`config.mk`:
```
export PLATFORM = sky130hd
export DESIGN_NAME = online_otf_convert
export DESIGN_NICKNAME = d
export VERILOG_FILES = /design/src/rtl/online_pkg.sv /design/src/rtl/online_otf_step.sv /design/src/rtl/online_otf_convert.sv
export SDC_FILE = /design/constraint.sdc
export NUM_CORES = 1
export LEC_CHECK = 0
export ABC_AREA = 1
export CORE_MARGIN = 4
export CORE_UTILIZATION = 40
export CTS_BUF_LIST = sky130_fd_sc_hd__clkbuf_8
export DETAILED_ROUTE_END_ITERATION = 12
export GPL_ROUTABILITY_DRIVEN = 0
export HOLD_SLACK_MARGIN = 0.05
export PLACE_DENSITY_LB_ADDON = 0.2
export SYNTH_ARGS = -nofsm -noshare
export SYNTH_HDL_FRONTEND = slang
export SYNTH_SLANG_ARGS = --single-unit
```
`constraint.sdc`:
```
create_clock -name clk -period 1.2 [get_ports clk]
set_clock_uncertainty 0.1 [all_clocks]
set_input_delay 0.12 -clock clk [delete_from_list [all_inputs] [get_ports clk]]
set_output_delay 0.12 -clock clk [all_outputs]
set_load 0.1 [all_outputs]
```
`src/rtl/online_pkg.sv`:
```
// Shared definitions for the online arithmetic datapath: signed-digit
// encodings, converter state encoding and a digit decoder.
package online_pkg;

  localparam logic [1:0] SD_POS  = 2'b10;
  localparam logic [1:0] SD_NEG  = 2'b01;
  localparam logic [1:0] SD_ZERO = 2'b00;

  typedef enum logic [1:0] {
    IDLE  = 2'd0,
    ACCUM = 2'd1,
    DONE  = 2'd2
  } state_t;

  // Returns {nonzero, negative}; both 2'b00 and 2'b11 decode as zero.
  function automatic logic [1:0] sd_decode(input logic [1:0] d);
    return {d[1] ^ d[0], d[0] & ~d[1]};
  endfunction

endpackage

```
`src/rtl/online_otf_step.sv`:
```
// One radix-2 on-the-fly conversion step: appends a signed digit to the
// Q/QM register pair (QM is always Q-1), shifting both left by one.
module online_otf_step
  import online_pkg::*;
#(
  parameter int W = 9
) (
  input  logic [W-1:0] q,
  input  logic [W-1:0] qm,
  input  logic [1:0]   digit,
  output logic [W-1:0] q_next,
  output logic [W-1:0] qm_next
);

  logic [1:0]   dec;
  logic [W-1:0] q_sh;
  logic [W-1:0] qm_sh;

  always_comb begin
    dec     = sd_decode(digit);
    q_sh    = q << 1;
    qm_sh   = qm << 1;
    q_next  = q_sh;
    qm_next = qm_sh | W'(1);
    if (dec[1] && dec[0]) begin
      // A -1 digit borrows: the new Q comes from the old QM.
      q_next  = qm_sh | W'(1);
      qm_next = qm_sh;
    end else if (dec[1]) begin
      q_next  = q_sh | W'(1);
      qm_next = q_sh;
    end
  end

endmodule

```
`src/rtl/online_otf_convert.sv`:
```
// Digit-serial MSD-first signed-digit to two's-complement converter.
// Optional early sign outputs under ONLINE_OTF_EARLY_SIGN_EN.
module online_otf_convert
  import online_pkg::*;
#(
  parameter int NDIG = 8
) (
  input  logic            clk,
  input  logic            rst_n,
  input  logic            abort,
  input  logic            in_valid,
  output logic            in_ready,
  input  logic [1:0]      in_digit,
  output logic            out_valid,
  input  logic            out_ready,
  output logic [NDIG:0]   result,
`ifdef ONLINE_OTF_EARLY_SIGN_EN
  output logic            sign_valid,
  output logic            sign,
`endif
  output state_t          state
);

  // Handshake: a digit moves on a rising edge with in_valid & in_ready; the
  // result moves with out_valid & out_ready; abort overrides both.
  localparam int W  = NDIG + 1;
  localparam int CW = $clog2(NDIG + 1);
  localparam logic [CW-1:0] LAST = CW'(NDIG - 1);

  logic [W-1:0]  q;
  logic [W-1:0]  qm;
  logic [W-1:0]  q_next;
  logic [W-1:0]  qm_next;
  logic [CW-1:0] count;
  logic          xfer;

  assign xfer   = in_valid && in_ready && (state != DONE);
  assign result = q;

  online_otf_step #(.W(W)) u_step (
    .q       (q),
    .qm      (qm),
    .digit   (in_digit),
    .q_next  (q_next),
    .qm_next (qm_next)
  );

  always_ff @(posedge clk or negedge rst_n) begin
    if (!rst_n) begin
      state     <= IDLE;
      q         <= '0;
      qm        <= '1;
      count     <= '0;
      in_ready  <= 1'b0;
      out_valid <= 1'b0;
    end else if (abort) begin
      state     <= IDLE;
      q         <= '0;
      qm        <= '1;
      count     <= '0;
      in_ready  <= 1'b1;
      out_valid <= 1'b0;
    end else begin
      case (state)
        IDLE, ACCUM: begin
          in_ready <= 1'b1;
          if (xfer) begin
            q  <= q_next;
            qm <= qm_next;
            if (count == LAST) begin
              state     <= DONE;
              count     <= '0;
              in_ready  <= 1'b0;
              out_valid <= 1'b1;
            end else begin
              state <= ACCUM;
              count <= count + 1'b1;
            end
          end
        end
        DONE: begin
          if (out_ready) begin
            state     <= IDLE;
            q         <= '0;
            qm        <= '1;
            out_valid <= 1'b0;
            in_ready  <= 1'b1;
          end
        end
        default: state <= IDLE;
      endcase
    end
  end

`ifdef ONLINE_OTF_EARLY_SIGN_EN
  logic [1:0] dec;
  assign dec = sd_decode(in_digit);

  // The first nonzero digit fixes the sign of the whole word.
  always_ff @(posedge clk or negedge rst_n) begin
    if (!rst_n) begin
      sign_valid <= 1'b0;
      sign       <= 1'b0;
    end else if (abort || (state == DONE && out_ready)) begin
      sign_valid <= 1'b0;
      sign       <= 1'b0;
    end else if (xfer && !sign_valid) begin
      if (dec[1]) begin
        sign_valid <= 1'b1;
        sign       <= dec[0];
      end else if (count == LAST) begin
        sign_valid <= 1'b1;
        sign       <= 1'b0;
      end
    end
  end
`endif

endmodule

```
==> flow_summary.yaml <==
global_route:
  grt_pass1_vias: 1297
  overflow: 0
  gr-usage-all-layers_pct: 16.9
  antenna_found_initial: 0
  grt_pass1_wl_mm: 5.61
  grt_start_max_net_pins: 26
die:
  pin_count: 20
  die_w_um: 66.0
  start_util_pct: 43.1
  die_h_um: 66.0
  dieArea_sq_mm: 0.00436
  core_area_sq_mm: 0.00313
  rows: 20
sta:
  maxSlewViolCount: 0
  max_slew.worst_pin.slew_ps: 293
  rsz0062_at_grt: "yes"
  whs_ps: 79.9
  maxSlewHeadroom_pct: 80.4
  period_minus_slack_ps: 1340
  hold_viol: 0
  fmax_ghz: 0.745
  setup_viol: 26
  setup_ws_ps: -143
  period_share_pct: 112
finish:
  nets: 234
  diodes: 0
  drive_above_1_share_pct: 48.7
  nFillCells: 215
  synthToLayoutAreaGrowth_pct: 67.4
run:
  maxCapViolCount: 0
yosys:
  ys_types: 22
  syn_area_per_cell_sq_um: 7.36
  yosysSeqAreaShare_pct: 47.2
  yosysWarnings: 0
  synth_top_area_cell: "dfrtp_1"
  syn_inst: 183
  syn_area_sq_mm: 0.00135
  synth_area_leaders: "dfrtp_1 (32%), nand2_1 (26%), dfstp_2 (16%)"
  syn-num-nets: 192
  synth.ff_latch_count: 25
  yosys.area.top_type_share_pct: 31.6
setup_path:
  cp-start-kind: "flip-flop"
  end_kind: "flip-flop"
  cp.required_ps: 1270
  cp_max_fo: 7
  cp.arrival_ps: 1420
  critPathKind: "reg -> reg"
power:
  p_leak_nw: 1.11
  ir_drop_v: 0.000784
  power.total_mw: 2.34
  powerDensity_mw_per_mm2: 1040
clock_network:
  clk_pin_slew_ps: 90
  cts_buffers: 3
  clk_path_buf_depth: 2
  cts_tree: "built"
  insertion_delay_ps: 280
  cts-root-buf: "clkbuf_8"
  htree_levels: 1
  cts_sinks: 25
routing:
  via_per_inst: 4.96
  drt-total-wl_mm: 3.53
  routedWlPerCell_um: 13.2
  drcViolationCount: 0
  first_iter_violations: 83
  drtPass1Iterations: 4
  vias: 1330
  ant_nets: 0
outcome:
  violations: "setup timing"
  outcome: "complete, but fails checks"
placement:
  dp_hpwl_mm: 2.26
  portBuffers: 19
min_path:
  min_path_type: "in -> async"
worst paths after layout:
kind | startpoint | end | slack, ps | cells past startpoint
max reg2reg | state[1]$_DFFE_PN0P_ | result[3]$_DFFE_PN0P_ | -140 | 7
min | rst_n | result[5]$_DFFE_PN0P_ | 80 | 2
min in group clk | qm[2]$_DFFE_PN1P_ | qm[2]$_DFFE_PN1P_ | 380 | 2
min reg2reg | qm[2]$_DFFE_PN1P_ | qm[2]$_DFFE_PN1P_ | 380 | 2
max in group asynchronous | rst_n | qm[1]$_DFFE_PN1P_ | 700 | 2
max | state[1]$_DFFE_PN0P_ | result[3]$_DFFE_PN0P_ | -140 | 7
worst max-delay path, cell delays in order, from the launching register on:
cell     delay, ps
dfrtp_4        530
inv_4          100
nor2_4          40
nand2_4        110
nand2_8        100
buf_12         160
nand2_4         50
o21ai_1         50
timing repair:
item | 4_1_cts | 5_1_grt
endpoints found under the setup margin | 27 | 28
pin swaps | 2 | 12
resized for setup | 25 | 39
setup buffers | 4 | 1
cloned | 1 | 1
hold buffers | 0 | 0
final cells by class:
| class | instances | area, sq um | area share [%] |
|---|---|---|---|
| Timing Repair Buffer | 41 | 594 | 26.3 |
| Clock inverter | 1 | 5.00 | 0.222 |
| Inverter | 14 | 57.6 | 2.55 |
| Sequential cell | 25 | 657 | 29.1 |
| Clock buffer | 3 | 41.3 | 1.83 |
| Multi-Input combinational cell | 140 | 846 | 37.5 |
| Tap cell | 44 | 55.1 | 2.44 |
synthesized netlist by cell type:
cell     count
a21oi_1      2
buf_2        1
buf_4        1
buf_6        1
buf_8        1
dfrtp_1     17
dfstp_2      8
ha_1         2
inv_1       13
inv_2        1
nand2_1     92
nand2_2      2
nand2_4      1
nand3_1     13
nand4_1      1
nor2_1      10
nor2_2       2
nor2_4       1
o21a_1       1
o21ai_0      5
o21ai_1      5
o21ai_2      3
sequential cells by signal, summed over array words and instances (netlist names):
name       cells
count          4
in_ready       1
out_valid      1
qm             8
result         9
state          2
routing by layer:
layer | global-route usage (%) | wire length, um
met1 | 20.2 | 1520
met2 | 28.9 | 1810
met3 | 3.57 | 117
met4 | 7.61 | 83
met5 | 0 | 0
kinds of logic (layout without fill, tap and decap cells):
family,Yosys count,after routing,synth area share [%]
AO/OA/AOI/OAI,16,16,6.96
flip-flops,25,25,47.2
buffers and inverters,18,59,6.78
adder cells (fa/ha/maj),2,2,1.86
AND/OR/NAND/NOR,122,122,37.2
cell usage in the layout (no fill, tap or decap), drive strengths merged, types with 2 or more instances in the layout:
master | synthesis | routed
inv | 14 | 14
nor2 | 13 | 13
o21ai | 13 | 13
buf | 4 | 34
a21oi | 2 | 2
nand2 | 95 | 95
clkdlybuf4s50 | 0 | 6
dfrtp | 17 | 17
dfstp | 8 | 8
ha | 2 | 2
clkbuf | 0 | 4
nand3 | 13 | 13
power by group:
| group | switching [mW] | internal (mW) | total (mW) |
|---|---|---|---|
| logic | 0.456 | 0.324 | 0.781 |
| registers | 0.0966 | 0.945 | 1.04 |
| clock network | 0.285 | 0.233 | 0.518 |
stage by stage:
| stage | area, sq um | instances | setup slack (ps) | TNS [ps] | utilization [%] |
|---|---|---|---|---|---|
| after floorplan | 1400 | 183 | -202 | -4140 | - |
| after global placement | 1880 | 257 | -383 | -6700 | 60.0 |
| after detailed placement | 1880 | 257 | -421 | -7320 | 60.0 |
| after CTS | 2080 | 266 | -126 | -2590 | 66.5 |
| after global routing | 2260 | 268 | -193 | -4070 | 72.1 |
| final | 2260 | 268 | -143 | -2760 | 72.1 |
No activity file was read; power rests on OpenSTA's default activity.
